File: src/rtl/uart_cmd_parser.sv
// UART command parser: turns three-byte frames (column, row, character)
// received from a UART into single write requests for a text buffer.
// Frames addressing a cell outside the screen are discarded. A partial
// frame is also discarded if the gap between its bytes grows too long.
module uart_cmd_parser #(
    parameter int COLS    = 80,
    parameter int ROWS    = 30,
    parameter int TIMEOUT = 25000
) (
    input  logic        clk_i,
    input  logic        rstn_i,
    input  logic [7:0]  rx_data_i,
    input  logic        rx_valid_i,
    output logic [11:0] wr_addr_o,
    output logic [7:0]  wr_data_o,
    output logic        wr_valid_o,
    input  logic        wr_ready_i,
    output logic        err_o,
    output logic        busy_o
);

    localparam int TW = $clog2(TIMEOUT + 1);

    typedef enum logic [1:0] {
        WAIT_COL,
        WAIT_ROW,
        WAIT_CHAR,
        EMIT
    } state_t;

    state_t        state;
    logic [7:0]    col_q;
    logic [7:0]    row_q;
    logic [TW-1:0] timer;
    logic          timed_out;
    logic          frame_ok;
    logic [11:0]   frame_addr;

    // The gap limit is reached on the TIMEOUT-th consecutive idle cycle
    assign timed_out = (timer == TW'(TIMEOUT - 1));

    // A frame is only written if it lands on a visible character cell
    assign frame_ok   = (int'(col_q) < COLS) && (int'(row_q) < ROWS);
    assign frame_addr = 12'(int'(row_q) * COLS + int'(col_q));

    assign busy_o = (state != WAIT_COL);

    // Frame decoder: collects the three bytes, then holds the write until accepted
    always_ff @(posedge clk_i or negedge rstn_i) begin
        if (!rstn_i) begin
            state      <= WAIT_COL;
            col_q      <= '0;
            row_q      <= '0;
            timer      <= '0;
            wr_addr_o  <= '0;
            wr_data_o  <= '0;
            wr_valid_o <= 1'b0;
            err_o      <= 1'b0;
        end else begin
            err_o <= 1'b0;
            case (state)
                WAIT_COL: begin
                    timer <= '0;
                    if (rx_valid_i) begin
                        col_q <= rx_data_i;
                        state <= WAIT_ROW;
                    end
                end
                WAIT_ROW: begin
                    if (rx_valid_i) begin
                        row_q <= rx_data_i;
                        timer <= '0;
                        state <= WAIT_CHAR;
                    end else if (timed_out) begin
                        err_o <= 1'b1;
                        timer <= '0;
                        state <= WAIT_COL;
                    end else begin
                        timer <= timer + TW'(1);
                    end
                end
                WAIT_CHAR: begin
                    if (rx_valid_i) begin
                        timer <= '0;
                        if (frame_ok) begin
                            wr_addr_o  <= frame_addr;
                            wr_data_o  <= rx_data_i;
                            wr_valid_o <= 1'b1;
                            state      <= EMIT;
                        end else begin
                            err_o <= 1'b1;
                            state <= WAIT_COL;
                        end
                    end else if (timed_out) begin
                        err_o <= 1'b1;
                        timer <= '0;
                        state <= WAIT_COL;
                    end else begin
                        timer <= timer + TW'(1);
                    end
                end
                EMIT: begin
                    timer <= '0;
                    if (rx_valid_i) begin
                        err_o <= 1'b1;
                    end
                    if (wr_ready_i) begin
                        wr_valid_o <= 1'b0;
                        state      <= WAIT_COL;
                    end
                end
                default: begin
                    state <= WAIT_COL;
                end
            endcase
        end
    end

endmodule

File: config.mk
export PLATFORM = sky130hd
export DESIGN_NAME = uart_cmd_parser
export DESIGN_NICKNAME = d
export VERILOG_FILES = /design/src/rtl/uart_cmd_parser.sv
export SDC_FILE = /design/constraint.sdc
export NUM_CORES = 1
export LEC_CHECK = 0
export ABC_AREA = 1
export ABC_CLOCK_PERIOD_IN_PS = 2100
export CAP_MARGIN = 20
export CORE_ASPECT_RATIO = 1.1
export CORE_MARGIN = 1.5
export CORE_UTILIZATION = 50
export DETAILED_ROUTE_END_ITERATION = 16
export GPL_TIMING_DRIVEN = 0
export HOLD_SLACK_MARGIN = 0.02
export PLACE_DENSITY_LB_ADDON = 0.3
export SYNTH_ARGS = -nofsm -noshare
export SYNTH_HDL_FRONTEND = slang
export SYNTH_SLANG_ARGS = --single-unit
File: constraint.sdc
create_clock -name clk_i -period 2.1 [get_ports clk_i]
set_clock_uncertainty 0.15 [all_clocks]
set_input_delay 0.21 -clock clk_i [delete_from_list [all_inputs] [get_ports clk_i]]
set_output_delay 0.21 -clock clk_i [all_outputs]
set_load 0.03 [all_outputs]
==> run summary, run 1 <==
At the worst endpoint, the arrival time is roughly 2.4 ns. The number of warnings reported in the yosys synthesis log is 0. The wire length per cell after detailed routing is ~13 um.

The timing-limited maximum frequency is roughly 430 MHz. The worst reg2reg path depth is 11. The pin count of the biggest net entering global routing is 42. The growth of design area from synthesis to finish came out at 21.2%. The switching power total is between 2 and 2.5 mW. Registers are responsible for between 30% and 40% of the overall power. The area inside the core boundary is around 0.0058 mm^2.

The least setup slack across all paths after layout is -0.251 ns. The post-place setup slack is -0.303 ns. Summed over all layers, the global routing overflow is 0. The number of antenna diodes in the final layout is 0.

A synthesized cell averages around 8.4 um^2. The die outline height came out at roughly 84 um. The number of placed cells counting well taps is 470. The number of DRC violations after detailed routing came out at 0. The layout has 488 filler cells. The completed layout was analyzed and its total power is around 5 mW. After synthesis, the cell types taking the most area are dfrtp_1 (46%), nand2_1 (14%), ha_1 (7.5%).

The gate count after technology mapping came out at between 300 and 400. The finished cells cover 0.00364 mm^2. The startpoint type of the worst setup path is a register. The ratio of cells with drive above 1 in the final layout came out at approximately an eighth.

The CTS tree is done. The critical path start-end classification is reg -> reg. Clock-pin slew was measured on the worst setup and hold paths at approximately 0.10 ns. In this run the worst path has a maximum fanout of 3.

The reg2reg setup slack is -0.25 ns. The via count of the first global-routing pass is around 2500. Internal power comes to ~2.8 mW. The root buffer cell chosen for the clock tree is clkbuf_8.

Dividing the final minimum period by the clock period gives 112%. The via count of the routed design came out at between 2000 and 2500. The number of buffers inserted by port buffering is 34. The count of nets after finishing is approximately 440. IR analysis of the VDD net gives a maximum drop of 0.816 mV. The hold violation count in the final report came to 0.

The largest total area in the synthesized netlist belongs to dfrtp_1. The area share of the leading cell type in the synthesized netlist came out at between 40% and 50%. The tool flagged a number of max-cap violations equal to 0. The shortest clock period the worst path allows after layout is 2.35 ns. The power per cell area is 1400 mW/mm^2. The type of the most critical hold path is in -> async. The global-route total usage across every layer is between 20% and 30%. The maximum clock path buffer count came out at 2. The count of unique library cells instantiated by Yosys is 31. The checks that failed: setup timing. Excluding fillers, the count of instances in the completed layout stands at ~490. STA classifies the critical path endpoint as a register. The I/O pin total came out at 35.

The total wire length after detailed routing came out at approximately 6.3 mm. Hold is met by 0.177 ns. Yosys mapped a number of flops with a built-in enable equal to 0. The required time of the worst setup path is 2.16 ns. The most used flip-flop cell after synthesis is dfrtp_1. The relative slew slack is 72.5%. The number of nets produced by synthesis is about 400. The first detailed-routing pass took 4 iterations. The clock network power share came out at a little under an eighth.

The wire length of the first global-routing pass came out at 11.1 mm. For this configuration, the core starts out at a cell density of a little over half. The cell leakage power is roughly 1.7 nW. Summing all flip-flop and latch instances after layout gives between 0.001 and 0.0015 mm^2. The placed instance area came out at 0.00346 mm^2. The cell area that synthesis handed to floorplanning was roughly 0.0030 mm^2.

The initial antenna violation count came out at 0. Setup repair after global routing could not meet its margin everywhere. The number of pins exceeding their max-slew limit in the final report is 0. The number of nets still failing antenna checks after routing came out at 0.

In the final layout, the multi-input gates occupy around 0.0015 mm^2. The number of buffers created by CTS is 5. The number of DRC markers after the initial detailed-route iteration came out at between 100 and 150. In the post-synthesis netlist, the cell with the most instances is nand2_1. The width of the chip is a little under 80 um. The run finished, with violations left. The fraction of power spent switching nets came out at 45.2%. In this run the critical register-to-register path is captured at wr_addr_o[10]. CTS built an H-tree with a depth of 2. The worst register-to-register path begins at row_q[3]. The sequential share of the synthesized area came out at 45.8%.

The latest clock arrival within the worst-skew pair is between 0.3 and 0.4 ns. The site row count is 29. Combinational logic burns ~57% of the power. Routability-driven placement finished with a final weighted congestion of 0.894. The total of endpoints with negative setup slack in the final report came out at 4.

The area enclosed by the die boundary is approximately 0.0065 mm^2. The synthesized design contains 55 register bits. Cells fill between 60% and 70% of the core in the end. At the pin with the least slew margin, the transition time is 0.412 ns.

The clock drives 55 sinks. The async set or reset register ratio after synthesis is 100%. The commonest cells after synthesis are nand2_1 (110), dfrtp_1 (55), inv_1 (41).

The setup TNS came out at -0.785 ns. Dividing the detail-routed via count by the number of cells gives roughly 5. The half-perimeter wire length after detailed placement is approximately 4.6 mm.
## critical path, stage by stage, from the launching register on
cell     delay (ns)
dfrtp_1        0.42
ha_1           0.29
ha_2           0.19
fa_1           0.55
buf_4          0.13
buf_6          0.09
inv_4          0.03
nor2_4         0.10
nand2_2        0.06
xnor2_2        0.14
nand2_1        0.06
nand2_1        0.05
## worst max path at each step
stage                  start             to  slack (ns)  cells after the start
global placement      rstn_i  wr_addr_o[10]       -0.97                      1
CTS                 row_q[1]  wr_addr_o[11]       -0.19                     12
finish              row_q[3]  wr_addr_o[10]       -0.25                     11
floorplan           row_q[3]  wr_addr_o[11]       -0.11                     12
global route        row_q[1]  wr_addr_o[11]       -0.34                     12
detailed placement  row_q[3]  wr_addr_o[11]       -0.30                     12
## per-layer routing
layer / wire, um / part of all wire (%) / vias to the layer above / GRT usage, %
met2: 3220 / 51 / 49 / 37.5
met4: 95 / 1.5 / 0 / 7.24
met1: 2790 / 44 / 1163 / 26.6
li1: - / - / 1237 / -
met3: 237 / 3.7 / 9 / 3.48
met5: 0 / 0 / - / 0
## cells in the final DEF (no fill, tap or decap), drive strengths merged
| cell type | instances |
|---|---|
| ha | 18 |
| buf | 12 |
| inv | 42 |
| nor3 | 6 |
| o21bai | 2 |
| xnor2 | 4 |
| dlygate4sd2 | 1 |
| clkbuf | 8 |
| nand2 | 112 |
| clkinv | 2 |
| and2 | 1 |
| nand3 | 22 |
| xor2 | 7 |
| nor3b | 4 |
| clkinvlp | 1 |
| nand4 | 7 |
| nor4 | 1 |
| fa | 2 |
| dfrtp | 55 |
| nor2 | 26 |
| a31oi | 2 |
| clkdlybuf4s50 | 32 |
| a21oi | 5 |
| dlygate4sd3 | 1 |
| o21ai | 35 |
## registers in the layout, summed over array words and instances, names as in the netlist
name	flops
timer	15
wr_addr_o	12
row_q	8
err_o	1
col_q	8
state	2
wr_valid_o	1
wr_data_o	8
## cell type report
class / count / share of cell area (%)
buffer: 6 / 1.27
clock buffer: 6 / 1.99
clock inverter: 2 / 0.344
inverter: 43 / 4.53
multi-input combinational: 254 / 40.1
sequential: 55 / 37.8
tap: 77 / 2.65
timing repair buffer: 42 / 11.3
## power by group through the flow
stage	clock (mW)	combinational, mW	sequential [mW]
6_report	0.577	2.92	1.60
5_1_grt	0.631	3.25	1.65
4_1_cts	0.588	2.67	1.60
3_5_place_dp	0	2.54	1.63
3_3_place_gp	0	2.47	1.63
2_1_floorplan	0	1.60	1.83
## logic make-up (layout without fill, tap and decap cells)
group | after synthesis | in the layout | share of synthesized area (%)
and+or+nand+nor | 179 | 179 | 26.2
DFF | 55 | 55 | 45.8
buffers and inverters | 49 | 99 | 6.96
AOI/OAI and AO/OA | 44 | 44 | 8.95
adders and majority gates | 20 | 20 | 8.83
xor gates and xnor gates | 11 | 11 | 3.21
## repair_timing
item,in CTS,in global routing
setup endpoints to repair,5,4
pin swaps,6,5
hold buffers,1,0
setup buffers,4,2
hold endpoints to repair,49,0
gates cloned,0,0
resized for setup,4,8
Note: power is estimated with default switching activity, not from simulation.
==> run 2: changes to the inputs <==
ABC_AREA = 0   (was 1)
==> run 2 against run 1 <==
Compared with the run above:
- the flow still finishes with violations (setup timing)
- setup slack gained 0.10 ns
- routed wire length is 5.4% lower
- first-iteration DRC count shrank 20%
- synthesized area down 7.5%
- fmax grew 4.5%
- sequential share of layout area is 0.89 points lower
- sequential power up 6%
- final cell count is 23% lower
- die area shrank 7.3%
- power increased by 16%
- final area up 2.7%
- critical path type unchanged
==> run summary, run 2 <==
The number of warnings reported in the yosys synthesis log came out at 0 (unchanged). The power share of the combinational group is 59.0% (was 57.3%). The clock network power share was 12.2% (was 11.3%). The global-route total usage across every layer is 20.2% (was 21.3%). Leading cell types by count after synthesis: dfrtp_1 (55), nand2_1 (22), nor2_1 (20) (was nand2_1 (110), dfrtp_1 (55), inv_1 (41)). The die outline height is 81.2 um (was 84.3 um). The initial antenna violation count is 0 (unchanged).

The via density per instance was 5.28 (was 5.07). The startpoint of the most critical setup path is row_q[1] (was row_q[3]). Biggest regs: timer x15, wr_addr_o x12 (unchanged). The number of filler instances in the final layout came out at 404 (was 488). The required time of the worst setup path is 2.16 ns (about the same). The portion of total power attributed to sequential cells came out at 28.8% (was 31.4%).

The ratio of cells with drive above 1 in the final layout came out at 30.0% (was 12.3%). The maximum VDD drop is 0.896 mV (was 0.816 mV). Violated checks: setup timing (unchanged). The startpoint of the worst register-to-register path is row_q[1] (was row_q[3]). The end-of-flow core utilization is 69.8% (was 63.1%). The wire length of the first global-routing pass was 9.20 mm (was 11.1 mm). The number of DRC markers after the initial detailed-route iteration was 86 (was 107). The area share of the leading cell type in the synthesized netlist is 49.5% (was 45.8%). The via count of the routed design is 1966 (was 2458). The number of buffers created by CTS came out at 5 (unchanged). The number of nets produced by synthesis came out at 273 (was 390). The cell taking the most area after synthesis is dfrtp_1 (unchanged). The depth of the worst hold-timing path came out at 3. The overflow left after global routing is 0 (unchanged). The worst path buffer plus inverter count is 0 (was 3). The actual transition at the worst max-transition pin came out at 0.466 ns (was 0.412 ns).

The post-synth design cell area is 0.00278 mm^2 (was 0.00300 mm^2). The gate count after technology mapping was 241 (was 358). The kind of cell adding the most delay to the critical path is adder cells (unchanged).

The startpoint of the worst hold path is rx_valid_i. The type of the most critical hold path is in -> reg (was in -> async). The global routing met2 resource utilization came to 35.4% (was 37.5%). The post-route cell area is 0.00374 mm^2 (was 0.00364 mm^2). The cell leakage power is 1.70 nW (was 1.74 nW). Critical path, cell by cell: ha_4 > ha_4 > fa_2 > xor2_2 > nand2_2 > nor4b_4 > xnor2_1 > o21ai_1 (was ha_1 > ha_2 > fa_1 > buf_4 > buf_6 > inv_4 > nor2_4 > nand2_2 > xnor2_2 > nand2_1 > nand2_1). The worst flop-to-flop path endpoint is wr_addr_o[11] (was wr_addr_o[10]).

The placed instance area is 0.00324 mm^2 (was 0.00346 mm^2). The mean instance size in the synthesized netlist came to 11.5 um^2 (was 8.39 um^2). The placer congestion estimate is 0.851 (was 0.894).

Leading cell types by total area after synthesis: dfrtp_1 (50%), ha_1 (8.1%), mux2_2 (6.5%) (was dfrtp_1 (46%), nand2_1 (14%), ha_1 (7.5%)). RSZ-0062 raised after global routing: true (unchanged). The number of enable flip-flop cells after synthesis came out at 0 (unchanged). The maximum clock path buffer count is 2 (unchanged). The count of nets after finishing came out at 328 (was 439). The sequential share of the synthesized area is 49.5% (was 45.8%).

The area inside the core boundary came out at 0.00536 mm^2 (was 0.00577 mm^2). The depth of the CTS H-tree was 2 (unchanged). The first-pass iteration count of the detailed router came to 4 (unchanged). The power per cell area is 1580 mW/mm^2 (was 1400 mW/mm^2). The flip-flop count of the largest register after layout came out at 15 (unchanged). The count of unique library cells instantiated by Yosys is 37 (was 31). The wire length per cell after detailed routing came out at 16.1 um (was 13.1 um).

The highest-utilization routing layer at the global route stage is met2 (unchanged). The via count of the first global-routing pass came out at 1905 (was 2475). The slowest cell on the critical path was dfrtp_2 (was fa_1). The total wire length after detailed routing is 6.00 mm (was 6.34 mm). The latest clock arrival within the worst-skew pair came to 0.30 ns (was 0.31 ns). The timing-limited maximum frequency is 444 MHz (was 425 MHz). The met1 layer usage reported by global route came out at 26.0% (was 26.6%). The startpoint type of the worst setup path was a register (unchanged). The CTS clock-pin slew for the worst setup and hold paths is 0.10 ns (about the same).

The most instantiated library cell after synthesis is dfrtp_1 (was nand2_1). The number of pins exceeding their max-slew limit in the final report came out at 0 (unchanged). The cell with the most instances on the worst path was ha_4 (was nand2_1). The final worst-path cycle share came out at 107% (was 112%). The predominant post-synthesis flop cell was dfrtp_1 (unchanged). The critical path start-end classification was reg -> reg (unchanged). The number of synthesized register bits is 55 (unchanged).

The highest net fanout along the worst path came out at 2 (was 3). The width of the chip was 74.1 um (was 76.9 um). The half-perimeter wire length after detailed placement is 3.76 mm (was 4.65 mm).

The least setup slack across all paths after layout is -0.151 ns (was -0.251 ns). The growth of design area from synthesis to finish is 34.6% (was 21.2%). The reg2reg setup slack is -0.15 ns (was -0.25 ns). The final antenna diode count is 0 (unchanged). The number of nets still failing antenna checks after routing came out at 0 (unchanged). The root cell of the clock tree is clkbuf_8 (unchanged). The met3 demand-to-capacity share in global routing was 3.72% (was 3.48%). The worst reg2reg path depth is 8 (was 11). The shortest clock period the worst path allows after layout came out at 2.25 ns (was 2.35 ns).

The data arrival time of the critical path came to 2.31 ns (was 2.41 ns). The leading cell type in the layout, fill and taps excluded is dfrtp_1 (was nand2_1). The area enclosed by the die boundary came out at 0.00601 mm^2 (was 0.00648 mm^2). The maximum cell stage delay along the critical path came out at 0.46 ns (was 0.55 ns). The register containing the most flip-flops in the final layout is timer (unchanged).

The CTS tree is done (unchanged). The path with the worst hold slack has its endpoint at err_o. The initial cell density of the core came out at 51.8% (was 52.1%).

The kind of end point of the critical path is a register (unchanged). The number of DRC violations after detailed routing is 0 (unchanged). The hold violation count in the final report is 0 (unchanged).

The design internal power came out at 3.49 mW (was 2.80 mW). The site row count came out at 28 (was 29). The total of endpoints with negative setup slack in the final report came out at 21 (was 4). Most frequent cells in the layout: dfrtp_1 (52), clkdlybuf4s50_1 (31), nor2_1 (19) (was nand2_1 (108), dfrtp_1 (55), inv_1 (40)). The number of clock sinks is 55 (unchanged).

The relative slew slack came out at 68.5% (was 72.5%). The pin count of the biggest net entering global routing came out at 43 (was 42). The async set or reset register ratio after synthesis is 100% (unchanged). Status: finished, violations left (unchanged).

The fraction of power spent switching nets came out at 40.9% (was 45.2%). The number of buffers inserted by port buffering came to 33 (was 34). The I/O pin total is 35 (unchanged). The switching power total is 2.41 mW (was 2.30 mW). The total of max-cap violations is 0 (unchanged).
-- run 2: logic make-up after synthesis --
logic type	Yosys count	share of synthesized area, %
multiplexers	30	12.1
XOR/XNOR	22	6.94
adder cells (fa/ha/maj)	20	9.55
buffers and inverters	14	2.52
AND/OR/NAND/NOR	70	12.5
AO/OA/AOI/OAI	30	6.80
flip-flops	55	49.5
-- run 2: worst reg2reg max path, delay by kind of cell, from the launching register on --
kind	cells	cell delay, ns
adders and majority gates	3	0.79
DFF	1	0.46
xor gates and xnor gates	2	0.34
and+or+nand+nor	2	0.33
AOI/OAI and AO/OA	1	0.07
-- run 2: metrics by stage --
step                      total power, mW  hold WS [ns]  std cells  setup WS [ns]  setup TNS [ns]
after global placement               4.36         0.311        349         -0.954          -54.83
final                                5.90         0.151        372         -0.151           -1.79
after global routing                 6.32         0.172        372         -0.222           -3.09
after CTS                            5.64         0.137        364         -0.107          -0.141
after detailed placement             4.47       -0.0165        350         -0.333           -3.65
after floorplan                      3.71        -0.236        241        -0.0920         -0.0920
-- run 2: metal layers --
layer / part of all wire (%) / up-vias
met5: 0 / -
met4: 1.5 / 0
met3: 3.2 / 8
met2: 53 / 37
met1: 42 / 979
li1: - / 942
-- run 2: how the worst max path moves through the flow --
stage                     to  slack [ns]  cells past startpoint
2_1_floorplan  wr_addr_o[11]       -0.09                      8
3_3_place_gp        timer[5]       -0.95                      1
3_5_place_dp   wr_addr_o[11]       -0.33                      8
4_1_cts        wr_addr_o[11]       -0.11                      8
5_1_grt        wr_addr_o[11]       -0.22                      8
6_report       wr_addr_o[11]       -0.15                      8
-- run 2: power by group through the flow --
| stage | clock [mW] | combinational, mW | sequential (mW) |
|---|---|---|---|
| 2_1_floorplan | 0 | 1.82 | 1.89 |
| 3_3_place_gp | 0 | 2.71 | 1.64 |
| 3_5_place_dp | 0 | 2.79 | 1.67 |
| 4_1_cts | 0.742 | 3.23 | 1.67 |
| 5_1_grt | 0.776 | 3.81 | 1.73 |
| 6_report | 0.721 | 3.48 | 1.70 |
-- run 2: timing repair --
item	CTS	global route
setup buffers	5	6
resized for setup	19	34
endpoints found under the hold margin	55	0
setup endpoints to repair	33	32
hold buffers	1	0
pin swaps	6	11
gates cloned	0	3
-- run 2: layout make-up --
class	count	area (um^2)	share of cell area [%]
well taps	75	93.8	2.51
repair buffers	48	504	13.5
clock buffers	5	68.8	1.84
plain buffers	5	68.8	1.84
flip-flops and latches	55	1380	36.9
inverters	9	33.8	0.903
clock inverters	3	47.5	1.27
multi-input cells	172	1540	41.3
